[src/rtl/memory_arbiter.sv]
// rtl/memory_arbiter.sv - three-requester arbiter in front of a single-port memory
// Requester 0 (VGA) has absolute priority; requesters 1 and 2 share a round-robin pointer.
module memory_arbiter #(
   parameter int ADDR_WIDTH     = 32,
   parameter int DATA_WIDTH     = 32,
   parameter int TIMEOUT_CYCLES = 1024
) (
   input  logic                    clk,
   input  logic                    rst_n,
   input  logic [2:0]              req_i,
   input  logic [2:0]              we_i,
   input  logic [3*ADDR_WIDTH-1:0] addr_i,
   input  logic [3*DATA_WIDTH-1:0] wdata_i,
   output logic [DATA_WIDTH-1:0]   rdata_o,
   output logic [2:0]              ack_o,
   output logic                    err_o,
   output logic                    mem_req_o,
   output logic                    mem_we_o,
   output logic [ADDR_WIDTH-1:0]   mem_addr_o,
   output logic [DATA_WIDTH-1:0]   mem_wdata_o,
   input  logic [DATA_WIDTH-1:0]   mem_rdata_i,
   input  logic                    mem_ack_i
);

   typedef enum logic [1:0] {S_IDLE, S_BUSY, S_DONE} state_t;

   localparam logic [15:0] LP_CNT_LAST = 16'(TIMEOUT_CYCLES - 1);

   state_t                r_state;
   state_t                w_state_nxt;
   logic [2:0]            r_gnt;
   logic                  r_rr;
   logic [15:0]           r_cnt;
   logic                  r_mem_req;
   logic                  r_mem_we;
   logic [ADDR_WIDTH-1:0] r_mem_addr;
   logic [DATA_WIDTH-1:0] r_mem_wdata;
   logic [DATA_WIDTH-1:0] r_rdata;
   logic [2:0]            r_ack;
   logic                  r_err;

   logic [2:0]            w_sel;
   logic                  w_sel_we;
   logic [ADDR_WIDTH-1:0] w_sel_addr;
   logic [DATA_WIDTH-1:0] w_sel_wdata;
   logic                  w_to_hit;

   logic [2:0]            w_gnt_nxt;
   logic                  w_rr_nxt;
   logic [15:0]           w_cnt_nxt;
   logic                  w_mem_req_nxt;
   logic                  w_mem_we_nxt;
   logic [ADDR_WIDTH-1:0] w_mem_addr_nxt;
   logic [DATA_WIDTH-1:0] w_mem_wdata_nxt;
   logic [DATA_WIDTH-1:0] w_rdata_nxt;
   logic [2:0]            w_ack_nxt;
   logic                  w_err_nxt;

   // r_rr == 0 favours requester 1 when both 1 and 2 are requesting
   always_comb begin
      w_sel = 3'b000;
      if (req_i[0])
         w_sel = 3'b001;
      else if (req_i[1] && req_i[2])
         w_sel = r_rr ? 3'b100 : 3'b010;
      else if (req_i[1])
         w_sel = 3'b010;
      else if (req_i[2])
         w_sel = 3'b100;
   end

   always_comb begin
      w_sel_we    = we_i[0];
      w_sel_addr  = addr_i[0 +: ADDR_WIDTH];
      w_sel_wdata = wdata_i[0 +: DATA_WIDTH];
      if (w_sel[1]) begin
         w_sel_we    = we_i[1];
         w_sel_addr  = addr_i[ADDR_WIDTH +: ADDR_WIDTH];
         w_sel_wdata = wdata_i[DATA_WIDTH +: DATA_WIDTH];
      end else if (w_sel[2]) begin
         w_sel_we    = we_i[2];
         w_sel_addr  = addr_i[2*ADDR_WIDTH +: ADDR_WIDTH];
         w_sel_wdata = wdata_i[2*DATA_WIDTH +: DATA_WIDTH];
      end
   end

   assign w_to_hit = (r_cnt == LP_CNT_LAST);

   always_ff @(posedge clk or negedge rst_n) begin
      if (!rst_n)
         r_state <= S_IDLE;
      else
         r_state <= w_state_nxt;
   end

   always_comb begin
      w_state_nxt = r_state;
      case (r_state)
         S_IDLE:  if (|req_i) w_state_nxt = S_BUSY;
         S_BUSY:  if (mem_ack_i || w_to_hit) w_state_nxt = S_DONE;
         S_DONE:  w_state_nxt = S_IDLE;
         default: w_state_nxt = S_IDLE;
      endcase
   end

   always_comb begin
      w_gnt_nxt       = r_gnt;
      w_rr_nxt        = r_rr;
      w_cnt_nxt       = r_cnt;
      w_mem_req_nxt   = r_mem_req;
      w_mem_we_nxt    = r_mem_we;
      w_mem_addr_nxt  = r_mem_addr;
      w_mem_wdata_nxt = r_mem_wdata;
      w_rdata_nxt     = r_rdata;
      w_ack_nxt       = 3'b000;
      w_err_nxt       = 1'b0;
      case (r_state)
         S_IDLE: begin
            w_cnt_nxt = 16'd0;
            if (|req_i) begin
               w_gnt_nxt       = w_sel;
               w_mem_req_nxt   = 1'b1;
               w_mem_we_nxt    = w_sel_we;
               w_mem_addr_nxt  = w_sel_addr;
               w_mem_wdata_nxt = w_sel_wdata;
               if (!w_sel[0])
                  w_rr_nxt = ~r_rr;
            end
         end
         S_BUSY: begin
            // a late ack landing on the final count still completes normally
            if (mem_ack_i) begin
               w_mem_req_nxt = 1'b0;
               w_ack_nxt     = r_gnt;
               w_rdata_nxt   = mem_rdata_i;
            end else if (w_to_hit) begin
               w_mem_req_nxt = 1'b0;
               w_ack_nxt     = r_gnt;
               w_err_nxt     = 1'b1;
               w_rdata_nxt   = '0;
            end else begin
               w_cnt_nxt = r_cnt + 16'd1;
            end
         end
         default: ;
      endcase
   end

   always_ff @(posedge clk or negedge rst_n) begin
      if (!rst_n) begin
         r_gnt       <= 3'b000;
         r_rr        <= 1'b0;
         r_cnt       <= 16'd0;
         r_mem_req   <= 1'b0;
         r_mem_we    <= 1'b0;
         r_mem_addr  <= '0;
         r_mem_wdata <= '0;
         r_rdata     <= '0;
         r_ack       <= 3'b000;
         r_err       <= 1'b0;
      end else begin
         r_gnt       <= w_gnt_nxt;
         r_rr        <= w_rr_nxt;
         r_cnt       <= w_cnt_nxt;
         r_mem_req   <= w_mem_req_nxt;
         r_mem_we    <= w_mem_we_nxt;
         r_mem_addr  <= w_mem_addr_nxt;
         r_mem_wdata <= w_mem_wdata_nxt;
         r_rdata     <= w_rdata_nxt;
         r_ack       <= w_ack_nxt;
         r_err       <= w_err_nxt;
      end
   end

   assign rdata_o     = r_rdata;
   assign ack_o       = r_ack;
   assign err_o       = r_err;
   assign mem_req_o   = r_mem_req;
   assign mem_we_o    = r_mem_we;
   assign mem_addr_o  = r_mem_addr;
   assign mem_wdata_o = r_mem_wdata;

endmodule
[config.mk]
export PLATFORM = sky130hd
export DESIGN_NAME = memory_arbiter
export DESIGN_NICKNAME = d
export VERILOG_FILES = /design/src/rtl/memory_arbiter.sv
export SDC_FILE = /design/constraint.sdc
export NUM_CORES = 1
export LEC_CHECK = 0
export CAP_MARGIN = 20
export CORE_ASPECT_RATIO = 1.4
export CORE_MARGIN = 5
export CORE_UTILIZATION = 35
export DETAILED_ROUTE_END_ITERATION = 10
export PLACE_DENSITY = 0.74
export SLEW_MARGIN = 20
export SYNTH_ARGS = -nofsm -noshare
export SYNTH_HDL_FRONTEND = slang
export SYNTH_SLANG_ARGS = --single-unit
export TNS_END_PERCENT = 1
[constraint.sdc]
create_clock -name clk -period 2.6 [get_ports clk]
set_input_delay 0.52 -clock clk [delete_from_list [all_inputs] [get_ports clk]]
set_output_delay 0.52 -clock clk [all_outputs]
set_load 0.01 [all_outputs]
==> Word-level counts from Yosys, hierarchy flattened <==
Index checks and enable logic that the tools add are counted.
{ "totals": {"output_inout_bits": 102, "regBits": 124, "inputBits": 233, "word_cells": 62} }
{ "classes": {"n_bitwise": 2, "n_reduce_logical": 12, "n_eq_ne": 7, "mux": 29, "n_addsub": 1} }
{ "op_table": {"columns": ["op", "n"], "rows": [
  ["$mux 32", 6],
  ["$mux 16", 2],
  ["$pmux 16 s2", 1],
  ["$mux 3", 8],
  ["$add 16x1->16 const B", 1],
  ["$eq 16x10->1 const B", 1],
  ["$reduce_and 3->1", 3],
  ["$mux 1", 8],
  ["$ne 2x2->1 const B", 4],
  ["$reduce_and 2->1", 3],
  ["$mux 2", 2],
  ["$pmux 2 s2", 1],
  ["$reduce_bool 2->1", 2],
  ["$ne 3x3->1 const B", 1],
  ["$reduce_or 3->1", 1],
  ["$eq 2x1->1 const B", 1],
  ["$logic_not 2->1", 1],
  ["$not 1->1", 2],
  ["$pmux 1 s2", 1],
  ["$logic_and 1x1->1", 1],
  ["$logic_or 1x1->1", 1]
]} }

==> Logic depth before layout (Yosys ltp) <==
{ "depth": {"word_depth": 6, "ltp_mapped": 8, "depth_no_buf": 6} }

==> Least setup slack after synthesis <==
No wires, ideal clock.
{ "synth_timing": {"path_kind": "reg2reg", "from": "register r_cnt[0]", "to": "register r_cnt[8]", "arrival_time_ns": 1.870, "setup_ns": 0.077, "t_required_ns": 2.523, "path_buffers": 1, "slack_ns": 0.653, "stages_incl_launch_ff": 8, "synth_period_minus_slack_ns": 1.947, "cell_sequence": "dfrtp_1 ha_1 and3_1 a41o_4 or2_4 buf_6 or3_1 o21ai_1"} }
{ "synth_via": {"elab_chain_len": 4, "word_cells_on_any_way": 7, "cone_classes": "add/sub (1); eq/ne (2); mux (3); reduce/logical (1)"} }
{ "synth_lines": {"columns": ["element", "line", "text"], "rows": [
  ["start, declared", "33", "logic [15:0] r_cnt;"],
  ["start signal, assigned", "164", "r_cnt <= w_cnt_nxt;"],
  ["$add 16x1->16", "142", "w_cnt_nxt = r_cnt + 16'd1;"],
  ["$mux 16", "136", "end else if (w_to_hit) begin"],
  ["$mux 16", "132", "if (mem_ack_i) begin"],
  ["$pmux 16 s2", "117", "case (r_state)"]
]} }
Parallel ways exist; a longest one is shown, timed or not. The select of a mux whose other input is x is not followed.
A chain may end at the register's enable or synchronous reset.

==> Worst setup path after layout <==
{ "layout_timing": {"from": "input req_i[2]", "to": "register r_mem_wdata[5], in the netlist mem_wdata_o[5]"} }
{ "layout_via": {"elab_chain_len": 6, "word_cells_on_any_way": 9, "cone_classes": "mux (6); reduce/logical (3)"} }
{ "layout_lines": {"columns": ["element", "line", "text"], "rows": [
  ["start, declared", "10", "input logic [2:0] req_i,"],
  ["$mux 3", "68", "else if (req_i[2])"],
  ["$mux 3", "66", "else if (req_i[1])"],
  ["$mux 3", "64", "else if (req_i[1] && req_i[2])"],
  ["$mux 3", "62", "if (req_i[0])"],
  ["$mux 32", "80", "end else if (w_sel[2]) begin"],
  ["$mux 32", "76", "if (w_sel[1]) begin"],
  ["end signal, assigned", "168", "r_mem_wdata <= w_mem_wdata_nxt;"],
  ["end, declared", "37", "logic [DATA_WIDTH-1:0] r_mem_wdata;"]
]} }
Parallel ways exist; a longest one is shown, timed or not.

==> flow_summary.yaml <==
cts:
  clockBufferDepth: 2
  cts_setup_buffers: 0
  h-tree-depth: 4
  cts_resized: 0
  root_buffer: "clkbuf_16"
  insertion_delay_ns: 0.41
  cts_tree: "built"
  cts_buffers: 17
  clock-sinks: 124
  cts_hold_buf: 0
  clk_pin_slew_ns: 0.06
pwr:
  p_per_area_nw_per_um2: 969
  clkPwrFrac_pct: 23.0
  p_comb_share_pct: 44.9
  p_switching_mw: 3.31
  ir_drop_v: 0.000493
  intPower_mw: 6.77
  p_sw_share_pct: 32.8
  p_leak_nw: 4.59
  pwr-share-seq_pct: 32.1
floorplanning:
  dieArea_um2: 20200
  core_um2: 17300
  start_util_pct: 35.3
  die_x_um: 121
  die_y_um: 166
  rows: 57
  io_pins: 335
timing:
  maxSlewHeadroom_pct: 60.1
  finalSetupTns_ns: 0
  fmax_mhz: 488
  final-setup-viol-count: 0
  period_needed_ns: 2.05
  fin_worst_hold_slack_ns: 0.126
  grt_setup_unrepaired: "false"
  timing.final.crit_share_pct: 78.8
  slew_violations: 0
  fin_worst_skew_ns: 0.00739
  hold_viol_final: 0
  worstMarginPinSlew_ns: 0.598
detailed_routing:
  vias: 5647
  ant_nets: 0
  drtIter0Drc: 226
  via_per_inst: 4.95
  drt-pass1-iter-count: 4
  routed_wirelength_mm: 20.5
  drc: 0
  wl_per_cell_um: 18.0
worst_hold_path:
  hold_path.class: "in2async"
worst_setup_path:
  end_kind: "flop"
  crit_required_ns: 2.90
  startpoint_type: "input pin"
  crit_type: "in2reg"
  cp.arrival_ns: 2.35
  critPathMaxFanout: 26
run:
  drv_cap: 0
synth:
  ys_ff_latch: 124
  syn_nets: 799
  yosysUniqueCellTypes: 38
  syn-mean-instance-area_um2: 10.8
  synth_edf_count: 0
  yosysSeqAreaShare_pct: 51.0
  yosysWarnings: 0
  post_synth_inst_count: 565
  synth_area_um2: 6090
  synthFlopType: "dfrtp_1"
  async_flop_share_pct: 100
global_routing:
  grt_pass1_wl_mm: 31.2
  grt_pass1_vias: 5780
  track_usage_pct: 19.9
  grt_overflow_total: 0
  grt_max_degree: 84
  antenna_found_initial: 0
placed_design:
  portBuffers: 334
  routabilityCongestion: 0.853
  hpwl_mm: 15.7
outcome:
  status: "completed"
finish:
  fin_nets: 1125
  drive_gt1_share_pct: 6.42
  areaGrowthSynthToFinish_pct: 70.7
  n_antenna_cell: 0
[worst max-delay path, stage by stage]
cell and delay, ns:
clkdlybuf4s50_1 0.57, nor3b_4 0.35, buf_12 0.26, buf_12 0.17, mux2i_1 0.19, a211oi_1 0.09, a21o_1 0.17
[path summary, 6_finish.rpt]
path / startpoint / depth (start not counted) / slack [ns] / endpoint
setup reg to reg: r_cnt[0]$_DFFE_PN0P_ / 6 / 0.59 / r_cnt[8]$_DFFE_PN0P_
max in group asynchronous: rst_n / 2 / 1.95 / mem_addr_o[5]$_DFFE_PN0P_
hold / removal: rst_n / 2 / 0.13 / ack_o[0]$_DFF_PN0_
min in group clk: r_gnt[0]$_DFFE_PN0P_ / 2 / 0.46 / r_gnt[0]$_DFFE_PN0P_
setup / recovery: req_i[2] / 7 / 0.55 / mem_wdata_o[5]$_DFFE_PN0P_
hold reg to reg: r_gnt[0]$_DFFE_PN0P_ / 2 / 0.46 / r_gnt[0]$_DFFE_PN0P_
[per-layer routing]
metal  vias up  global-route usage (%)  wire, µm
li1       2734                       -         -
met1      2673                    22.3      7780
met5         -                       0         0
met4         0                    7.26       510
met2       211                    34.8     10600
met3        29                    6.44      1550
[power by group through the flow]
stage	logic, mW	clock network (mW)	registers (mW)
CTS	4.60	2.39	3.24
finish	4.52	2.32	3.23
detailed placement	4.58	0	3.26
global route	4.87	2.48	3.35
global placement	4.54	0	3.23
floorplan	1.71	0	3.56
[cells by family after synthesis]
family	Yosys count	synth area share (%)
DFF	124	51.0
buffers and inverters	53	3.76
xor gates and xnor gates	4	0.576
AOI/OAI and AO/OA	192	23.7
adders and majority gates	1	0.206
muxes	66	10.9
and+or+nand+nor	125	9.91
[cell type report]
cell class / count / area [µm²]
Clock buffer: 19 / 443
Timing Repair Buffer: 352 / 3600
Inverter: 8 / 30.0
Sequential cell: 124 / 3100
Fill cell: 1485 / 6870
Multi-Input combinational cell: 388 / 2780
Tap cell: 236 / 295
Clock inverter: 13 / 144
[cell usage after synthesis (all sizes together), types with 3 or more instances]
cell type | n | area [µm²]
or3 | 6 | 37.5
clkbuf | 30 | 113
and3 | 7 | 43.8
a21oi | 10 | 50.1
mux2i | 65 | 651
nand3 | 6 | 30.0
a21o | 69 | 518
inv | 8 | 30.0
a211oi | 65 | 488
nor2 | 72 | 270
buf | 15 | 86.3
nand2 | 10 | 37.5
and2 | 3 | 18.8
o21ai | 12 | 60.1
dfrtp | 124 | 3100
xnor2 | 3 | 26.3
a22o | 34 | 298
nand4 | 3 | 18.8
nor3b | 5 | 42.5
[state kept, by name, summed over array words and instances, names as in the netlist, 2 cells and up]
register and count:
r_state 2, rdata_o 32, ack_o 3, mem_wdata_o 32, mem_addr_o 32, r_cnt 16, r_gnt 3
[per-stage QoR]
stage          instances  area (µm²)  setup slack [ns]  total power, mW  utilization [%]
2_1_floorplan        565        6090             0.653             5.27                -
3_3_place_gp        1108        9810             0.174             7.77             56.8
3_5_place_dp        1108        9810             0.138             7.84             56.8
4_1_cts             1140       10400             0.562             10.2             60.2
5_1_grt             1140       10400             0.465             10.7             60.2
6_report            1140       10400             0.551             10.1             60.2
[cell usage in the layout (no fill, tap or decap), types with 4 or more instances in the layout]
cell,count
buf_12,10
a211oi_1,65
a21oi_1,10
dfrtp_1,124
a22o_1,34
mux2i_1,65
nor3b_1,4
nand2_1,10
buf_4,9
nor2_1,71
clkdlybuf4s50_1,333
or3_1,6
clkinvlp_4,4
clkbuf_16,17
nand3_1,6
inv_1,8
o21ai_0,11
a21o_1,69
clkinv_4,4
and3_1,7
No activity file was read; power rests on OpenSTA's default activity.
